--- src/rtl/clk_div_pkg.sv ---
// ==== clk_div_pkg : shared types, constants and helpers for the clock divider bank -- rev 1.0 ====
`default_nettype none

package clk_div_pkg;

  typedef enum logic [1:0] {
    IDLE = 2'd0,
    RUN  = 2'd1,
    PEND = 2'd2
  } ch_state_e;

  localparam int MIN_DIV = 2;

  // Length of the high phase: ceil(d/2), so odd ratios run one cycle longer high.
  function automatic int unsigned hi_count(input int unsigned d);
    return (d + 32'd1) / 32'd2;
  endfunction

endpackage

`default_nettype wire

--- src/rtl/clk_div_bank_if.sv ---
// ==== clk_div_bank_if : runtime configuration port of the clock divider bank -- rev 1.0 ====
`default_nettype none

interface clk_div_bank_if #(
  parameter int NUM_CH = 2,
  parameter int DIV_W  = 8
);
  localparam int CH_W = (NUM_CH > 1) ? $clog2(NUM_CH) : 1;

  logic             cfg_valid;
  logic             cfg_ready;
  logic [CH_W-1:0]  cfg_ch;
  logic [DIV_W-1:0] cfg_div;
  logic             cfg_en;
  logic             cfg_err;

  modport master (
    output cfg_valid, cfg_ch, cfg_div, cfg_en,
    input  cfg_ready, cfg_err
  );

  modport slave (
    input  cfg_valid, cfg_ch, cfg_div, cfg_en,
    output cfg_ready, cfg_err
  );

endinterface

`default_nettype wire

--- src/rtl/clk_div_chan.sv ---
// ==== clk_div_chan : one divider channel holding state, counter, pending config and waveform decode -- rev 1.0 ====
`default_nettype none

module clk_div_chan
  import clk_div_pkg::*;
#(
  parameter int DIV_W = 8
) (
  input  logic             clk_in,
  input  logic             rst_n,
  input  logic             load,
  input  logic [DIV_W-1:0] load_div,
  input  logic             load_en,
  output logic             clk_out,
  output logic             tick,
  output logic             busy
);

  localparam logic [DIV_W-1:0] MIN_D = DIV_W'(MIN_DIV);

  ch_state_e        state;
  logic [DIV_W-1:0] div;
  logic [DIV_W-1:0] cnt;
  logic [DIV_W-1:0] pend_div;
  logic             pend_en;

  logic [DIV_W-1:0] d_coerced;
  logic [DIV_W-1:0] cnt_next;
  logic             wrap;
  logic             next_high;

  always_comb begin
    d_coerced = (load_div < MIN_D) ? MIN_D : load_div;
    wrap      = (cnt == (div - 1'b1));
    cnt_next  = wrap ? '0 : (cnt + 1'b1);
    next_high = (32'(cnt_next) < hi_count(32'(div)));
  end

  assign busy = (state == PEND);

  // clk_out/tick are registered from the counter value they will show next cycle.
  always_ff @(posedge clk_in or negedge rst_n) begin
    if (!rst_n) begin
      state    <= IDLE;
      div      <= MIN_D;
      cnt      <= '0;
      pend_div <= MIN_D;
      pend_en  <= 1'b0;
      clk_out  <= 1'b0;
      tick     <= 1'b0;
    end else begin
      case (state)
        IDLE: begin
          clk_out <= 1'b0;
          tick    <= 1'b0;
          cnt     <= '0;
          if (load) begin
            div <= d_coerced;
            if (load_en) begin
              clk_out <= 1'b1;
              tick    <= 1'b1;
              state   <= RUN;
            end
          end
        end
        RUN: begin
          cnt     <= cnt_next;
          clk_out <= next_high;
          tick    <= wrap;
          if (load) begin
            pend_div <= d_coerced;
            pend_en  <= load_en;
            state    <= PEND;
          end
        end
        PEND: begin
          if (wrap) begin
            div     <= pend_div;
            cnt     <= '0;
            clk_out <= pend_en;
            tick    <= pend_en;
            state   <= pend_en ? RUN : IDLE;
          end else begin
            cnt     <= cnt_next;
            clk_out <= next_high;
            tick    <= 1'b0;
          end
        end
        default: state <= IDLE;
      endcase
    end
  end

endmodule

`default_nettype wire

--- src/rtl/clk_div_bank.sv ---
// ==== clk_div_bank : bank of runtime-programmable glitch-free clock dividers -- rev 1.0 ====
`default_nettype none

module clk_div_bank
  import clk_div_pkg::*;
#(
  parameter int NUM_CH = 2,
  parameter int DIV_W  = 8
) (
  input  logic              clk_in,
  input  logic              rst_n,
  clk_div_bank_if.slave     cfg,
  output logic [NUM_CH-1:0] clk_out,
  output logic [NUM_CH-1:0] tick,
  output logic [NUM_CH-1:0] busy
);

  localparam int CH_W = (NUM_CH > 1) ? $clog2(NUM_CH) : 1;

  logic              in_range;
  logic              sel_busy;
  logic              accept;
  logic [NUM_CH-1:0] load;

  // Decode by comparison loop so out-of-range selects never index the busy vector.
  always_comb begin
    in_range = 1'b0;
    sel_busy = 1'b0;
    load     = '0;
    for (int i = 0; i < NUM_CH; i++) begin
      if (cfg.cfg_ch == CH_W'(i)) begin
        in_range = 1'b1;
        sel_busy = busy[i];
        load[i]  = accept;
      end
    end
  end

  assign cfg.cfg_ready = !in_range || !sel_busy;
  assign accept        = cfg.cfg_valid && cfg.cfg_ready;

  always_ff @(posedge clk_in or negedge rst_n) begin
    if (!rst_n) begin
      cfg.cfg_err <= 1'b0;
    end else begin
      cfg.cfg_err <= accept && !in_range;
    end
  end

  generate
    for (genvar g = 0; g < NUM_CH; g++) begin : g_chan
      clk_div_chan #(
        .DIV_W (DIV_W)
      ) u_chan (
        .clk_in   (clk_in),
        .rst_n    (rst_n),
        .load     (load[g]),
        .load_div (cfg.cfg_div),
        .load_en  (cfg.cfg_en),
        .clk_out  (clk_out[g]),
        .tick     (tick[g]),
        .busy     (busy[g])
      );
    end
  endgenerate

endmodule

`default_nettype wire

--- src/flat_wrapper.sv ---
// flat-port wrapper written by rule: the top's interface ports become plain ports
module clk_div_bank_flat import clk_div_pkg::*;
#(
  parameter int NUM_CH = 2,
  parameter int DIV_W  = 8
)
  (clk_in, rst_n, clk_out, tick, busy, cfg_cfg_valid, cfg_cfg_ch, cfg_cfg_div, cfg_cfg_en, cfg_cfg_ready, cfg_cfg_err);
  clk_div_bank_if #(.NUM_CH(NUM_CH), .DIV_W(DIV_W)) cfg_i ();
  input  logic clk_in;
  input  logic rst_n;
  output logic [NUM_CH-1:0] clk_out;
  output logic [NUM_CH-1:0] tick;
  output logic [NUM_CH-1:0] busy;
  input wire logic [$bits(cfg_i.cfg_valid)-1:0] cfg_cfg_valid;
  input wire logic [$bits(cfg_i.cfg_ch)-1:0] cfg_cfg_ch;
  input wire logic [$bits(cfg_i.cfg_div)-1:0] cfg_cfg_div;
  input wire logic [$bits(cfg_i.cfg_en)-1:0] cfg_cfg_en;
  output wire logic [$bits(cfg_i.cfg_ready)-1:0] cfg_cfg_ready;
  output wire logic [$bits(cfg_i.cfg_err)-1:0] cfg_cfg_err;
  assign cfg_i.cfg_valid = cfg_cfg_valid;
  assign cfg_i.cfg_ch = cfg_cfg_ch;
  assign cfg_i.cfg_div = cfg_cfg_div;
  assign cfg_i.cfg_en = cfg_cfg_en;
  assign cfg_cfg_ready = cfg_i.cfg_ready;
  assign cfg_cfg_err = cfg_i.cfg_err;
  clk_div_bank #(.NUM_CH(NUM_CH), .DIV_W(DIV_W)) u_core (.clk_in(clk_in), .rst_n(rst_n), .cfg(cfg_i), .clk_out(clk_out), .tick(tick), .busy(busy));
endmodule
--- config.mk ---
export PLATFORM = sky130hd
export DESIGN_NAME = clk_div_bank_flat
export DESIGN_NICKNAME = d
export VERILOG_FILES = /design/src/rtl/clk_div_pkg.sv /design/src/rtl/clk_div_bank_if.sv /design/src/rtl/clk_div_chan.sv /design/src/rtl/clk_div_bank.sv /design/src/flat_wrapper.sv
export SDC_FILE = /design/constraint.sdc
export NUM_CORES = 1
export LEC_CHECK = 0
export BUFFER_PORTS_ARGS = -buffer_cell sky130_fd_sc_hd__buf_2
export CORE_ASPECT_RATIO = 1.2
export CORE_MARGIN = 2
export CORE_UTILIZATION = 62
export DETAILED_ROUTE_END_ITERATION = 10
export PLACE_DENSITY = 0.8
export SKIP_LAST_GASP = 1
export SYNTH_ARGS = -nofsm -noshare
export SYNTH_HDL_FRONTEND = slang
export SYNTH_SLANG_ARGS = --single-unit
--- constraint.sdc ---
create_clock -name clk_in -period 4.5 [get_ports clk_in]
set_input_delay 0.45 -clock clk_in [delete_from_list [all_inputs] [get_ports clk_in]]
set_output_delay 0.45 -clock clk_in [all_outputs]
set_load 0.01 [all_outputs]
==> qor.yml, run 1 <==
die_h_um: 94.46
synth_seq_area_share_pct: 34.45
relSlewSlack_pct: 44.65
criticalPathCategory: "reg2reg"
finalHoldViolations: 0
place_ws_ps: 826.0
mostFrequentLayoutCell: "dfrtp_1"
fill_cells: 512
period_share_pct: 84.25
clock_path_buffers: 2
post_cts_buffers: 0
io-pin-count: 21
cp-end-kind: "register"
yosysWarnings: 0
routed_wl_um: 9469
final_nets: 515
reg2reg_slack_ps: 710
gp_congestion: 0.9763
antenna_found_initial: 0
drt-pass1-iter-count: 5
required_ps: 4760
die-area_um2: 7498
layout_common_cells: "dfrtp_1, nand2_1, a21oi_1, ha_1, nor2_1"
synth.distinct_cells: 61
cts.sinks: 58
tightest_slew_ps: 830.3
viasPerCell: 6.044
worst-path-max-fanout: 10
vias: 3409
hpwl_um: 6989
num_rows: 32
irDropWorstVdd_mv: 0.4265
clock_latency_ps: 350
fp.dieW_um: 79.38
finalPower_w: 0.002907
worst_path_max_delay_cell: "dfstp_2"
finClkSkew_ps: 7.315
cts.htree.levels: 3
ant_nets: 0
multi_input_area_um2: 2531
drc: 0
grt.overflow.total: 0
fin_crit_ps: 3791
synth_nets: 509
netlist_area_um2: 4228
drive_gt1_share_pct: 17.95
setup_slack_ps: 708.7
synth_area_leaders: "dfrtp_1, ha_1, mux2_2, a21oi_1, xnor2_1"
setup_viol: 0
cts_tree: "built"
grt_pass1_wl_um: 16110
cts_resized: 0
worstPathCellList: "inv_1 -> ha_1 -> or3_1 -> a31oi_1 -> o21ai_1 -> nor2_2 -> a21oi_1 -> ha_1 -> a21o_1 -> a21oi_1 -> o21ai_0 -> a2111oi_0 -> nand4_1 -> o211ai_1"
drv_slew: 0
tns_ps: 0
root_buffer: "clkbuf_8"
ys_seq_elements: 58
p_leak_nw: 2.043
max_stage_delay_ps: 590
wl_per_cell_um: 16.79
rsz0062_at_grt: "false"
numCtsBuffers: 9
area_delta_synth_final_pct: 7.428
grt_usage_pct: 27.86
synth.avg_cell_area_um2: 9.034
yosysTopAreaCell: "dfrtp_1"
synthFlopType: "dfrtp_1"
hp-class: "in2async"
synthArstFlopShare_pct: 100.0
yosysTopAreaCellShare_pct: 31.96
core-area_um2: 6526
floorplan.initialDensity_pct: 64.78
cap_violations: 0
seq_area_um2: 1456
synth_edf_count: 0
grt_max_degree: 39
powerDensity_nw_per_um2: 640.1
diodes: 0
clkTransAtPathRegs_ps: 70
status: "complete, no violations"
worstSetupStartpointType: "register"
io_buffers: 19
fmax_mhz: 263.8
synthesis.instances: 468
cts.hold.buffers_added: 0
grt_pass1_vias: 3536
cp.arrival_ps: 4050
drt_iter0_drc: 199
## per-layer routing
layer	wire length (um)	vias up	GRT usage, %
met4	343	0	15.09
met2	4993	75	50.71
li1	-	1670	-
met5	0	-	0
met1	3818	1635	30.37
met3	312	29	5.258
## path summary, 6_finish.rpt
kind,start,endpoint,cells after the start
min in group clk_in,cfg_cfg_div[4],u_core.g_chan[0].u_chan.pend_div[4],2
worst max-delay path,u_core.g_chan[0].u_chan.div[1],u_core.g_chan[0].u_chan.clk_out,14
worst max register to register,u_core.g_chan[0].u_chan.div[1],u_core.g_chan[0].u_chan.clk_out,14
max in group asynchronous,rst_n,u_core.g_chan[0].u_chan.pend_div[1],2
worst min register to register,u_core.g_chan[0].u_chan.pend_div[1],u_core.g_chan[0].u_chan.pend_div[1],2
worst min-delay path,rst_n,u_core.g_chan[0].u_chan.cnt[7],1
## cell families (layout without fill, tap and decap cells)
family | after synthesis | after routing | synth area share, %
fa+ha+maj | 28 | 28 | 8.287
buf+inv | 50 | 61 | 5.682
flops | 58 | 58 | 34.45
other cells | 1 | 1 | 0.08870
xor+xnor | 29 | 29 | 6.008
mux | 35 | 35 | 9.500
compound gates | 107 | 107 | 15.92
simple gates | 160 | 160 | 20.07
## critical path, delay by kind of cell, from the launching register on
family	cells	cell delay [ps]
AO/OA/AOI/OAI	8	1590
AND/OR/NAND/NOR	3	900
flip-flops	1	590
adder cells (fa/ha/maj)	2	530
buffers and inverters	1	80
## flip-flops by register name (all words and copies together) (netlist names)
name	count
u_core.g_chan.u_chan.cnt	16
u_core.g_chan.u_chan.div	16
u_core.g_chan.u_chan.pend_div	16
u_core.g_chan.u_chan.state	4
u_core.g_chan.u_chan.clk_out	2
u_core.g_chan.u_chan.pend_en	2
u_core.g_chan.u_chan.tick	2
## through the flow
step | cell area, um2 | instances | hold WS, ps | util (%)
after global placement | 4290 | 548 | 452.7 | 65.74
after detailed placement | 4290 | 548 | 457.5 | 65.74
after global routing | 4542 | 564 | 103.3 | 69.59
after floorplan | 4228 | 468 | 154.4 | -
after CTS | 4542 | 564 | 85.62 | 69.59
final | 4542 | 564 | 80.03 | 69.59
## cell usage after synthesis, types with 5 or more instances
library cell / n
dfrtp_1: 54
a21oi_1: 41
nand2_1: 41
ha_1: 28
nor2_1: 27
inv_1: 25
nand3_1: 22
o21ai_0: 22
mux2_2: 21
xnor2_1: 18
nor2b_1: 13
xor2_1: 11
a21o_1: 10
mux2i_1: 9
buf_4: 8
clkbuf_1: 8
nand4_1: 7
nor3_1: 7
o22ai_1: 7
or2_2: 7
buf_2: 6
mux2_4: 5
nand2b_1: 5
## power by group
group,switching (W),internal [W],total [W]
sequential,0.000242,0.000727,0.000969
clock,0.000232,0.000384,0.000616
combinational,0.000715,0.000607,0.00132
total,0.00119,0.00172,0.00291
## final cells by class
| class | instances | area share, % |
|---|---|---|
| Inverter | 25 | 2.066 |
| Multi-Input combinational cell | 360 | 55.73 |
| Tap cell | 85 | 2.342 |
| Sequential cell | 58 | 32.07 |
| Timing Repair Buffer | 20 | 2.259 |
| Clock buffer | 10 | 3.030 |
| Clock inverter | 6 | 2.507 |
Note: power is estimated with default switching activity, not from simulation.
==> inputs of run 2 (changes only) <==
CORE_UTILIZATION = 56   (was 62)
PLACE_DENSITY = 0.77   (was 0.8)
clock period = 3.1 ns   (was 4.5 ns; I/O delays follow)
==> qor.yml, run 2 (synthesized netlist as in run 1, its figures left out) <==
routed_wl_um: 10560  # was 9469 um
grt_pass1_wl_um: 17280  # was 16,110 um
powerDensity_nw_per_um2: 925.1  # was 640.1 nW/um2
period_share_pct: 105.1  # was 84.25%
cp.buffers_inverters: 1  # unchanged
floorplan.initialDensity_pct: 58.12  # was 64.78%
num_rows: 34  # was 32
required_ps: 3370  # was 4760 ps
criticalPathCategory: "reg2reg"  # unchanged
cap_violations: 0  # unchanged
final_util_pct: 68.51  # was 69.59%
die_h_um: 99.18  # was 94.46 um
worst-path-max-fanout: 4  # was 10
cts.htree.levels: 3  # unchanged
io_buffers: 19  # unchanged
worstPathCellList: "inv_2 -> ha_4 -> or3_4 -> a31oi_4 -> o21ai_4 -> nor2_4 -> a21oi_2 -> ha_1 -> a21o_1 -> a21oi_2 -> o21ai_2 -> nor3_2 -> o21ai_1 -> mux2_4 -> o211ai_1"  # was inv_1 -> ha_1 -> or3_1 -> a31oi_1 -> o21ai_1 -> nor2_2 -> a21oi_1 -> ha_1 -> a21o_1 -> a21oi_1 -> o21ai_0 -> a2111oi_0 -> nand4_1 -> o211ai_1
layout_common_cells: "dfrtp_1, nand2_1, a21oi_1, buf_4, nor2_1"  # was dfrtp_1, nand2_1, a21oi_1, ha_1, nor2_1
cp-end-kind: "register"  # unchanged
vias: 3704  # was 3,409
seq_area_um2: 1458  # was 1456 um2
rsz0062_at_grt: "true"  # was false
numCtsBuffers: 9  # unchanged
finalHoldViolations: 15  # was 0
io-pin-count: 21  # unchanged
drv_slew: 0  # unchanged
fin_crit_ps: 3259  # was 3791 ps
fmax_mhz: 306.8  # was 263.8 MHz
cts_tree: "built"  # unchanged
hp-class: "in2async"  # unchanged
diodes: 0  # unchanged
worst_path_max_delay_cell: "dfstp_2"  # unchanged
multi_input_area_um2: 2748  # was 2531 um2
max_stage_delay_ps: 550  # was 590 ps
die-area_um2: 8264  # was 7498 um2
viasPerCell: 6.143  # was 6.044
irDropWorstVdd_mv: 0.6245  # was 0.4265 mV
drt_iter0_drc: 237  # was 199
root_buffer: "clkbuf_8"  # unchanged
cts.sinks: 58  # unchanged
finClkSkew_ps: 9.293  # was 7.315 ps
grt_usage_pct: 26.07  # was 27.86%
cpMostUsedCell: "a21oi_2"
grt_max_degree: 30  # was 39
grt.overflow.total: 0  # unchanged
drt-pass1-iter-count: 5  # unchanged
setup_viol: 2  # was 0
antenna_found_initial: 0  # unchanged
cp.arrival_ps: 3520  # was 4050 ps
mostFrequentLayoutCell: "dfrtp_1"  # unchanged
hpwl_um: 7298  # was 6989 um
final_nets: 549  # was 515
gp_congestion: 0.9067  # was 0.9763
area_delta_synth_final_pct: 17.88  # was 7.428%
clock_latency_ps: 350  # about the same
tightest_slew_ps: 670.5  # was 830.3 ps
status: "finished, violations left"  # was complete, no violations
clock_path_buffers: 2  # unchanged
ant_nets: 0  # unchanged
relSlewSlack_pct: 55.30  # was 44.65%
tns_ps: -183.8  # was 0 ps
fp.dieW_um: 83.32  # was 79.38 um
setup_slack_ps: -159.4  # was 708.7 ps
p_leak_nw: 2.219  # was 2.043 nW
fill_cells: 531  # was 512
holdWs_ps: -10.83  # was 80.03 ps
drive_gt1_share_pct: 29.04  # was 17.95%
grt_pass1_vias: 3717  # was 3,536
clkTransAtPathRegs_ps: 80  # was 70 ps
drc: 0  # unchanged
crit_family: "compound AO/OA/AOI/OAI gates"  # unchanged
worstSetupStartpointType: "register"  # unchanged
violations: "negative hold slack, negative setup slack"
core-area_um2: 7274  # was 6526 um2
top_regs: "u_core.g_chan.u_chan.cnt x16, u_core.g_chan.u_chan.div x16, u_core.g_chan.u_chan.pend_div x16"  # unchanged
finalPower_w: 0.004611  # was 0.002907 W
wl_per_cell_um: 17.51  # was 16.79 um
[run 2: cell count changes in the layout (fill, tap and decap cells not counted), moves of 4 or more]
cell	previous run	this run
a21oi_2	0	4
buf_4	1	32
o21ai_0	22	17
a21oi_1	41	37
[run 2: worst paths after layout]
path | end | cells after the start | start | slack (ps)
min | u_core.g_chan[0].u_chan.pend_div[6] | 1 | rst_n | -10
max | u_core.g_chan[0].u_chan.clk_out | 15 | u_core.g_chan[0].u_chan.div[1] | -160
min in group clk_in | u_core.g_chan[0].u_chan.pend_div[2] | 2 | cfg_cfg_div[2] | 260
min reg2reg | u_core.g_chan[1].u_chan.tick | 2 | u_core.g_chan[1].u_chan.tick | 490
max in group asynchronous | u_core.g_chan[1].u_chan.div[1] | 2 | rst_n | 2370
max reg2reg | u_core.g_chan[0].u_chan.clk_out | 15 | u_core.g_chan[0].u_chan.div[1] | -160
[run 2: where the power goes]
part	switching, W	leakage (nW)	internal [W]
Combinational	0.00134	1.41	0.00120
Sequential	0.000281	0.719	0.00106
Clock	0.000352	0.0921	0.000376
Total	0.00198	2.22	0.00263
[run 2: routing by layer]
metal	GRT usage, %	up-vias	part of all wire [%]
met3	5.477	44	4.6
met1	28.74	1785	39
met5	0	-	0
met4	14.38	0	3.9
li1	-	1742	-
met2	46.77	133	52
[run 2: cell type report]
type,count,area share [%]
well taps,90,2.260
clock buffers,9,2.486
multi-input cells,360,55.13
inverters,25,1.883
repair buffers,54,7.406
flip-flops and latches,58,29.25
clock inverters,7,1.582
[run 2: stage by stage]
stage                     std cells  area, um2  worst slack, ps  hold WS (ps)
after floorplan                 468       4297            16.42         14.41
after global placement          576       4532           -89.05         375.5
after detailed placement        576       4532           -115.6         378.0
after CTS                       599       4858           -49.57         5.794
after global routing            603       4984           -264.2         25.82
final                           603       4984           -159.4        -10.83
[run 2: what timing repair did]
item,4_1_cts,5_1_grt
pin swaps,15,19
gates resized for setup,16,19
hold buffers,0,0
hold endpoints to repair,0,0
endpoints found under the setup margin,2,2
setup buffers,7,4
==> inputs of run 3 (changes only) <==
CORE_UTILIZATION = 25   (was 56)
PLACE_DENSITY = default   (was 0.77)
==> qor.yml, run 3 (synthesized netlist as in run 1, its figures left out) <==
worst_path_max_delay_cell: "or3_4"  # was dfstp_2
wl_per_cell_um: 14.25  # was 17.51 um
final_nets: 547  # was 549
num_rows: 52  # was 34
gp_congestion: 0.9030  # was 0.9067
core-area_um2: 16720  # was 7274 um2
layout_common_cells: "dfrtp_1, nand2_1, a21oi_1, buf_4, nor2_1"  # unchanged
comb_power_share_pct: 50.8  # was 55.2%
place_inst: 705  # was 576
fin_crit_ps: 3067  # was 3259 ps
top_layer: "met4"  # unchanged
wl_met2_um: 5321  # was 5514 um
die-area_um2: 17970  # was 8264 um2
diodes: 0  # unchanged
viasPerCell: 4.816  # was 6.143
top_regs: "u_core.g_chan.u_chan.cnt x16, u_core.g_chan.u_chan.div x16, u_core.g_chan.u_chan.pend_div x16"  # unchanged
grt_max_degree: 34  # was 30
seqPwrFrac_pct: 27.8  # was 29.0%
antenna_found_initial: 0  # unchanged
cap_violations: 0  # unchanged
fmax_mhz: 326.1  # was 306.8 MHz
reg2reg_slack_ps: 30  # was -160 ps
mostFrequentLayoutCell: "dfrtp_1"  # unchanged
die_h_um: 146.5  # was 99.18 um
worstSetupStartpointType: "register"  # unchanged
criticalPathCategory: "reg2reg"  # unchanged
hpwl_um: 7763  # was 7298 um
worst-path-max-fanout: 8  # was 4
cts.htree.levels: 3  # unchanged
switching_share_pct: 39.93  # was 42.89%
drc: 0  # unchanged
cpMostUsedCell: "a21oi_1"  # was a21oi_2
cts_tree: "built"  # unchanged
area_delta_synth_final_pct: 22.28  # was 17.88%
fp.dieW_um: 122.7  # was 83.32 um
finalPower_w: 0.004791  # was 0.004611 W
p_leak_nw: 2.264  # was 2.219 nW
setup_viol: 0  # was 2
final_cells: 727  # was 603
required_ps: 3350  # was 3370 ps
clock_path_buffers: 2  # unchanged
floorplan.initialDensity_pct: 25.28  # was 58.12%
io_buffers: 19  # unchanged
p_int_w: 0.002878  # was 0.002633 W
cts.sinks: 58  # unchanged
cts.hold.buffers_added: 0  # unchanged
numCtsBuffers: 9  # unchanged
status: "complete, no violations"  # was finished, violations left
crit_family: "compound AO/OA/AOI/OAI gates"  # unchanged
root_buffer: "clkbuf_16"  # was clkbuf_8
drt_iter0_drc: 207  # was 237
power_frac_clock_pct: 21.4  # was 15.8%
met3_length_um: 306  # was 483 um
max_stage_delay_ps: 440  # was 550 ps
rsz0062_at_grt: "true"  # unchanged
ant_nets: 0  # unchanged
hp-class: "in2async"  # unchanged
irDropWorstVdd_mv: 0.3319  # was 0.6245 mV
holdWs_ps: 68.04  # was -10.83 ps
clkTransAtPathRegs_ps: 60  # was 80 ps
finClkSkew_ps: 7.285  # was 9.293 ps
routed_wl_um: 10360  # was 10,560 um
vias: 3501  # was 3,704
period_share_pct: 98.93  # was 105.1%
cp.arrival_ps: 3310  # was 3520 ps
m1WireLength_um: 4511  # was 4152 um
place_ws_ps: -80.82  # was -115.6 ps
drt-pass1-iter-count: 4  # was 5
grt_pass1_wl_um: 17400  # was 17,280 um
grt.overflow.total: 0  # unchanged
clock_latency_ps: 330  # was 350 ps
powerDensity_nw_per_um2: 926.6  # was 925.1 nW/um2
drive_gt1_share_pct: 27.79  # was 29.04%
relSlewSlack_pct: 47.84  # was 55.30%
cp.buffers_inverters: 1  # unchanged
setup_slack_ps: 33.13  # was -159.4 ps
tightest_slew_ps: 782.3  # was 670.5 ps
p_switching_w: 0.001913  # was 0.001977 W
io-pin-count: 21  # unchanged
worstPathCellList: "xor2_1 -> xnor2_1 -> a31oi_1 -> or3_4 -> nor2_4 -> buf_6 -> a21oi_1 -> ha_1 -> o21ai_0 -> a21oi_1 -> nor4b_2 -> o21ai_0 -> a21oi_1 -> a21oi_1 -> o211ai_1"  # was inv_2 -> ha_4 -> or3_4 -> a31oi_4 -> o21ai_4 -> nor2_4 -> a21oi_2 -> ha_1 -> a21o_1 -> a21oi_2 -> o21ai_2 -> nor3_2 -> o21ai_1 -> mux2_4 -> o211ai_1
cp-end-kind: "register"  # unchanged
drv_slew: 0  # unchanged
tns_ps: 0  # was -183.8 ps
grt_pass1_vias: 3558  # was 3,717
grt_usage_pct: 12.07  # was 26.07%
finalHoldViolations: 0  # was 15
==> run 3: worst paths after layout <==
kind | depth (start not counted) | end | start
worst max-delay path | 15 | u_core.g_chan[0].u_chan.clk_out | u_core.g_chan[0].u_chan.cnt[3]
worst min-delay path | 1 | u_core.g_chan[0].u_chan.cnt[0] | rst_n
worst max register to register | 15 | u_core.g_chan[0].u_chan.clk_out | u_core.g_chan[0].u_chan.cnt[3]
worst min register to register | 2 | u_core.g_chan[0].u_chan.pend_div[0] | u_core.g_chan[0].u_chan.pend_div[0]
max in group asynchronous | 2 | u_core.g_chan[1].u_chan.div[1] | rst_n
min in group clk_in | 2 | u_core.g_chan[0].u_chan.pend_div[3] | cfg_cfg_div[3]
==> run 3: cell type report <==
cell class / count / area [um2]
Clock buffer: 11 / 252.7
Clock inverter: 5 / 52.55
Fill cell: 1722 / 11550
Inverter: 25 / 93.84
Multi-Input combinational cell: 360 / 2698
Sequential cell: 58 / 1456
Tap cell: 216 / 270.3
Timing Repair Buffer: 52 / 346.6
==> run 3: per-layer routing <==
metal | up-vias | track usage (%)
met4 | 0 | 4.368
met1 | 1697 | 14.91
met2 | 63 | 20.17
met3 | 18 | 2.930
li1 | 1723 | -
met5 | - | 0
==> run 3: metrics by stage <==
step	util, %	instance area, um2
after global placement	28.18	4712
after global routing	30.92	5170
after floorplan	-	4297
after CTS	30.31	5069
after detailed placement	28.18	4712
final	30.92	5170
==> run 3: worst reg2reg max path, stage by stage, from the launching register on <==
cell      delay, ps
dfrtp_1         430
xor2_1          250
xnor2_1         150
a31oi_1         160
or3_4           440
nor2_4          140
buf_6           140
a21oi_1          50
ha_1            300
o21ai_0         140
a21oi_1         110
nor4b_2         230
o21ai_0         120
a21oi_1         170
a21oi_1          60
o211ai_1        100
==> run 3: power groups by stage <==
stage | clock network, W | logic [W] | registers (W)
after CTS | 0.00104 | 0.00228 | 0.00132
final | 0.00102 | 0.00243 | 0.00133
after floorplan | 0 | 0.00174 | 0.00125
after detailed placement | 0 | 0.00222 | 0.00133
after global placement | 0 | 0.00216 | 0.00132
after global routing | 0.00108 | 0.00270 | 0.00138
==> run 3: timing repair <==
item	4_1_cts	5_1_grt
pin swaps	9	12
setup endpoints to repair	2	2
buffers inserted	4	2
gates resized for setup	9	14
gates cloned	0	0
